===== src/rtl/id_ex_stage.sv =====
// Operand fetch + ID/EX register: EX/MEM/WB forwarding, load-use bubble, saturating bubble counter.
// One cycle ID->EX; stall_id is combinational (hold or load-use), and a flush overrides both.
module id_ex_stage #(
    parameter int DATA_W = 64,
    parameter int CTRL_W = 16,
    parameter int CNT_W  = 32
) (
    input  logic              clk,
    input  logic              reset,
    input  logic              id_valid,
    input  logic [4:0]        id_ra1,
    input  logic [4:0]        id_ra2,
    input  logic              id_use1,
    input  logic              id_use2,
    input  logic [4:0]        id_wa,
    input  logic              id_regwrite,
    input  logic              id_memread,
    input  logic [CTRL_W-1:0] id_ctrl,
    input  logic [DATA_W-1:0] id_imm,
    input  logic [63:0]       id_pc,
    input  logic [DATA_W-1:0] rd1,
    input  logic [DATA_W-1:0] rd2,
    input  logic [DATA_W-1:0] ex_result,
    input  logic              mem_regwrite,
    input  logic [4:0]        mem_wa,
    input  logic [DATA_W-1:0] mem_result,
    input  logic              wb_regwrite,
    input  logic [4:0]        wb_wa,
    input  logic [DATA_W-1:0] wb_result,
    input  logic              flush,
    input  logic              hold,
    output logic              stall_id,
    output logic              ex_valid,
    output logic [DATA_W-1:0] ex_a,
    output logic [DATA_W-1:0] ex_b,
    output logic [DATA_W-1:0] ex_imm,
    output logic [63:0]       ex_pc,
    output logic [4:0]        ex_wa,
    output logic              ex_regwrite,
    output logic              ex_memread,
    output logic [CTRL_W-1:0] ex_ctrl,
    output logic [CNT_W-1:0]  stall_count
);

    localparam logic [4:0] XZR = 5'd31;

    logic              valid_q, valid_d;
    logic              regwrite_q, regwrite_d;
    logic              memread_q, memread_d;
    logic [DATA_W-1:0] a_q, a_d, b_q, b_d, imm_q, imm_d;
    logic [63:0]       pc_q, pc_d;
    logic [4:0]        wa_q, wa_d;
    logic [CTRL_W-1:0] ctrl_q, ctrl_d;
    logic [CNT_W-1:0]  cnt_q, cnt_d;

    logic              ex_fwd_ok;
    logic [DATA_W-1:0] op_a, op_b;
    logic              lu;

    // A load in EX has no data yet; only ALU results may be forwarded from EX.
    assign ex_fwd_ok = valid_q & regwrite_q & ~memread_q;

    function automatic logic [DATA_W-1:0] fwd_sel(
        input logic [4:0]        ra,
        input logic [DATA_W-1:0] rd,
        input logic              ex_ok,
        input logic [4:0]        ex_dst,
        input logic [DATA_W-1:0] ex_val,
        input logic              mem_we,
        input logic [4:0]        mem_dst,
        input logic [DATA_W-1:0] mem_val,
        input logic              wb_we,
        input logic [4:0]        wb_dst,
        input logic [DATA_W-1:0] wb_val
    );
        logic [DATA_W-1:0] r;
        r = rd;
        if (ra != XZR) begin
            if (ex_ok && ex_dst == ra)          r = ex_val;
            else if (mem_we && mem_dst == ra)   r = mem_val;
            else if (wb_we && wb_dst == ra)     r = wb_val;
        end
        return r;
    endfunction

    always_comb begin
        op_a = fwd_sel(id_ra1, rd1, ex_fwd_ok, wa_q, ex_result, mem_regwrite, mem_wa,
                       mem_result, wb_regwrite, wb_wa, wb_result);
        op_b = fwd_sel(id_ra2, rd2, ex_fwd_ok, wa_q, ex_result, mem_regwrite, mem_wa,
                       mem_result, wb_regwrite, wb_wa, wb_result);
    end

    assign lu = id_valid & valid_q & memread_q & (wa_q != XZR) &
                ((id_use1 & (wa_q == id_ra1)) | (id_use2 & (wa_q == id_ra2)));

    assign stall_id = ~reset & ~flush & (hold | lu);

    always_comb begin
        valid_d    = valid_q;
        regwrite_d = regwrite_q;
        memread_d  = memread_q;
        a_d        = a_q;
        b_d        = b_q;
        imm_d      = imm_q;
        pc_d       = pc_q;
        wa_d       = wa_q;
        ctrl_d     = ctrl_q;
        cnt_d      = cnt_q;
        if (flush || !hold) begin
            a_d    = op_a;
            b_d    = op_b;
            imm_d  = id_imm;
            pc_d   = id_pc;
            wa_d   = id_wa;
            ctrl_d = id_ctrl;
        end
        if (flush) begin
            valid_d    = 1'b0;
            regwrite_d = 1'b0;
            memread_d  = 1'b0;
        end else if (hold) begin
            valid_d = valid_q;
        end else if (lu) begin
            valid_d    = 1'b0;
            regwrite_d = 1'b0;
            memread_d  = 1'b0;
            if (cnt_q != {CNT_W{1'b1}}) cnt_d = cnt_q + 1'b1;
        end else begin
            valid_d    = id_valid;
            regwrite_d = id_valid & id_regwrite;
            memread_d  = id_valid & id_memread;
        end
    end

    always_ff @(posedge clk) begin
        if (reset) begin
            valid_q    <= 1'b0;
            regwrite_q <= 1'b0;
            memread_q  <= 1'b0;
            a_q        <= '0;
            b_q        <= '0;
            imm_q      <= '0;
            pc_q       <= '0;
            wa_q       <= '0;
            ctrl_q     <= '0;
            cnt_q      <= '0;
        end else begin
            valid_q    <= valid_d;
            regwrite_q <= regwrite_d;
            memread_q  <= memread_d;
            a_q        <= a_d;
            b_q        <= b_d;
            imm_q      <= imm_d;
            pc_q       <= pc_d;
            wa_q       <= wa_d;
            ctrl_q     <= ctrl_d;
            cnt_q      <= cnt_d;
        end
    end

    assign ex_valid    = valid_q;
    assign ex_regwrite = regwrite_q;
    assign ex_memread  = memread_q;
    assign ex_a        = a_q;
    assign ex_b        = b_q;
    assign ex_imm      = imm_q;
    assign ex_pc       = pc_q;
    assign ex_wa       = wa_q;
    assign ex_ctrl     = ctrl_q;
    assign stall_count = cnt_q;

endmodule


===== config.mk =====
export PLATFORM = sky130hd
export DESIGN_NAME = id_ex_stage
export DESIGN_NICKNAME = d
export VERILOG_FILES = /design/src/rtl/id_ex_stage.sv
export SDC_FILE = /design/constraint.sdc
export NUM_CORES = 1
export LEC_CHECK = 0
export CAP_MARGIN = 10
export CORE_AREA = 2 2 320 322
export CTS_BUF_LIST = sky130_fd_sc_hd__clkbuf_4
export CTS_CLUSTER_SIZE = 40
export DETAILED_ROUTE_END_ITERATION = 12
export DIE_AREA = 0 0 322 324
export GPL_TIMING_DRIVEN = 0
export PLACE_DENSITY_LB_ADDON = 0.15
export SLEW_MARGIN = 30
export SYNTH_ARGS = -nofsm -noshare
export SYNTH_HDL_FRONTEND = slang
export SYNTH_SLANG_ARGS = --single-unit

===== constraint.sdc =====
create_clock -name clk -period 4.3 [get_ports clk]
set_clock_uncertainty 0.2 [all_clocks]
set_input_delay 0.43 -clock clk [delete_from_list [all_inputs] [get_ports clk]]
set_output_delay 0.43 -clock clk [all_outputs]
set_load 0.02 [all_outputs]

==> results <==
- The floorplan step defined a die boundary enclosing 0.1043 mm2.
- The pre-antenna-repair detailed-routing pass consisted of 5 iterations.
- After global routing the overflow that remains totals 0.
- The worst slew margin relative to its limit is 33.61%.
- The synthesized netlist devotes 31.97% of its cell area to compound gates.
- The DRC violation total after the first TritonRoute iteration is 1,425.
- The initial antenna violation count is 29.
- The number of maximum-capacitance constraint violations is 0.
- In the layout the commonest cells are clkdlybuf4s50_1, nand2_1, dfxtp_1, a21oi_1, dlygate4sd3_1.
- Summed over its instances, the top area cell type makes up 37.79% of the synthesized netlist area.
- Setup violations remaining at the end of the flow were counted as 0.
- The synthesized netlist devotes 0.07570% of its cell area to adder and majority cells.
- Of the cells placed in the final design, the portion with a size suffix greater than 1 is 6.161%.
- The cell taking the most area after synthesis is dfxtp_1.
- The wire length reported by the detailed router is 119.3 mm.
- The met3 layer wire length in the routed design is 10.41 mm.
- By area, the combinational part of the netlist is dominated by compound AO/OA/AOI/OAI gates.
- The combined area of the multi-input logic cells is 0.009417 mm2.
- For this block, wires on met1 add up to 47.66 mm.
- Compared with the post-synthesis result, the final layout area differs by 82.73%.
- In this run the cell area measured after placement is 0.02629 mm2.
- The Yosys warning count is 0.
- The required time of the critical path is 4.93 ns.
- The longest clock path from root to sink contains 3 buffers.
- Summing the areas of all and, or, nand and nor instances in the mapped netlist gives 15.27% of the synthesized area.
- The number of hold violations in the final report came to 0.
- Setup repair after global routing left no endpoint under its margin.
- The overall die width is 322 um.
- The register area is 0.006247 mm2.
- The smallest clock period supported by the final layout is computed as 3.884 ns.
- Once placement completed, the tool counted placed cells totaling 4,234.
- The height of the die is 324 um.
- At the end of routability-driven placement, the weighted congestion stood at ~0.85.
- The portion of netlist area occupied by mux cells is 7.949%.
- During I/O placement, the number of pins put on the boundary was 813.
- The largest fanout of any net on the critical path is 10.
- After synthesis, the share of flip-flops with an asynchronous set or reset is 0%.
- The initial utilization of the core area, before any placement, comes to roughly 16%.
- At the pin with the least slew margin, the transition time is about 1.0 ns.
- The sum of internal, switching and leakage power is 8.758 mW.
- The final hold slack is 0.1680 ns.
- Measured on the finished design, the core utilization comes to 29.90%.
- The post-synthesis xor/xnor area fraction is around 1.7%.
- The register bit total from synthesis is 312.
- By area the synthesized netlist is led by dfxtp_1, a21oi_1, mux2i_1, nand2_1, a211o_1.
- Counting every sink on the clock net gives between 300 and 400.
- The placed wire-length estimate is between 90 and 100 mm.
- The highest layer used for signal routing is met5.
- After clock tree synthesis, the clock-pin slew on the worst setup and hold paths is 0.07 ns.
- The total number of nets in the final design is 3,786.
- Of the synthesized area, sequential elements account for 37.79%.
- Timing analysis after detailed placement gives a worst setup slack of 0.03231 ns.
- Yosys mapped a number of flops with a built-in enable equal to 0.
- In the detailed route, the total length drawn on met2 is 57.00 mm.
- Adding up every negative setup slack in the final design gives 0 ns.
- For this run, the leading register cell type out of synthesis is dfxtp_1.
- The worst setup path is captured at a register.
- The first global-routing pass estimated ~160 mm of wire.
- Using the TritonRoute via totals, the vias-per-cell ratio works out to 4.763.
- The later pin in the worst-skew pair is clocked with a latency of 0.95 ns.
- The maximum level of the CTS H-tree is 3.
- The count of cells in the finished layout, fillers not included, comes to about 4,700.
- The number of distinct library cells after synthesis is between 40 and 50.
- The remaining antenna violation count is 0.
- The element type at the critical path start is an input port.
- For this design the ratio of total power to cell area is 290.0 mW/mm2.
- TritonCTS created 106 clock buffers.
- The global router's overall resource usage is around 22%.
- The count of input and output buffers is just over 800.
- Timing would allow up to 0.2575 GHz.
- The pin count of the biggest net entering global routing is 17.
- The mean instance size in the synthesized netlist is 7.819 um2.
- The routed length per instance is between 20 and 30 um.
- Across all setup checks in the final design, the least slack found is 0.4161 ns.
- The arrival time at the worst endpoint is between 4 and 5 ns.
- The via count of the first global-routing pass is around 22,000.
- Summed over all cells, the static leakage comes to between 10 and 15 nW.
- The floorplan step defined a core boundary enclosing 0.1010 mm2.
- With fillers left out, the area of the finished cells amounts to 0.03020 mm2.
- The number of inserted filler cells in the final layout is ~11,000.
- The initialized floorplan defines 117 standard-cell rows.
- The run finished with clean final reports.
- The classification of the worst setup path is in2reg.
- Summing every instance area after synthesis gives 0.01653 mm2.
- The routed layout has 22,327 vias.
- The CTS tree is built.
- The final critical path takes up 90.32% of the cycle.
- Leaving out fill and tap cells, the most frequent cell in the layout is clkdlybuf4s50_1.
- The buffer cell driving the clock tree root is clkbuf_4.
- The total count of max-transition violations in the final report is 0.
- The DRC violation count after routing is 0.
- The class of the most critical hold timing path is in2reg.
- The worst supply voltage drop on vdd is ~0.19 mV.
- The net count after synthesis is 2,615.
- The number of instances in the synthesized netlist is 2,114.
## state kept, by name (all words and copies together), names as in the netlist
signal	flops
ex_b	64
ex_a	64
ex_valid	1
ex_regwrite	1
ex_pc	64
ex_wa	5
stall_count	32
ex_ctrl	16
ex_memread	1
ex_imm	64
## timing repair
action | 4_1_cts | 5_1_grt
gates resized for setup | 3 | 0
hold endpoints to repair | 233 | 0
endpoints found under the setup margin | 1 | 0
hold buffers | 251 | 0
setup buffers | 1 | 0
## power by group
group	internal [mW]	leakage (nW)	switching, mW
combinational	1.08	7.70	1.07
clock	1.74	0.798	1.66
sequential	3.08	2.58	0.122
total	5.91	11.1	2.85
## cells in the mapped netlist, drive strengths merged (12+ instances only)
| library cell | instances |
|---|---|
| or3 | 23 |
| o21ai | 151 |
| buf | 35 |
| xnor2 | 12 |
| nand2 | 320 |
| dfxtp | 312 |
| a211o | 128 |
| a21oi | 303 |
| xor2 | 20 |
| mux2i | 129 |
| clkbuf | 179 |
| nand3 | 153 |
| nor2 | 20 |
| a211oi | 129 |
| o22ai | 128 |
## per-layer routing
layer / vias up / GRT usage, %
met5: - / 0
met2: 1113 / 37.19
met1: 10673 / 25.21
met4: 16 / 8.930
met3: 217 / 6.630
li1: 10308 / -
## worst max-delay path, stage by stage
cell and delay, ns:
clkdlybuf4s50_1 0.62, and3_1 0.28, nand3_1 0.18, clkbuf_1 0.67, clkbuf_1 0.68, clkbuf_1 0.68
a21oi_1 0.14, dlygate4sd3_1 0.60, a211o_1 0.22
## cell type report
| class | instances | share of cell area, % |
|---|---|---|
| repair buffers | 1063 | 35.22 |
| inverters | 6 | 0.07457 |
| diodes | 19 | 0.1574 |
| clock buffers | 160 | 3.977 |
| clock inverters | 23 | 0.4557 |
| flip-flops and latches | 312 | 20.68 |
| well taps | 1309 | 5.423 |
| plain buffers | 214 | 2.834 |
| multi-input cells | 1582 | 31.18 |
## logic make-up (layout without fill, tap and decap cells)
logic type / after synthesis / count (layout)
other cells: 0 / 19
xor+xnor: 32 / 32
compound gates: 853 / 853
flops: 312 / 312
mux: 131 / 131
fa+ha+maj: 1 / 1
simple gates: 565 / 565
buf+inv: 220 / 1466
## worst paths after layout
kind                startpoint     endpoint  slack (ns)  cells past startpoint
setup / recovery     id_ra1[1]     ex_a[53]        0.42                      9
hold / removal    ex_result[6]      ex_b[6]        0.17                      4
setup reg to reg      ex_wa[1]     ex_b[56]        0.46                      9
hold reg to reg    ex_ctrl[15]  ex_ctrl[15]        0.25                      2
Note: power is estimated with default switching activity, not from simulation.
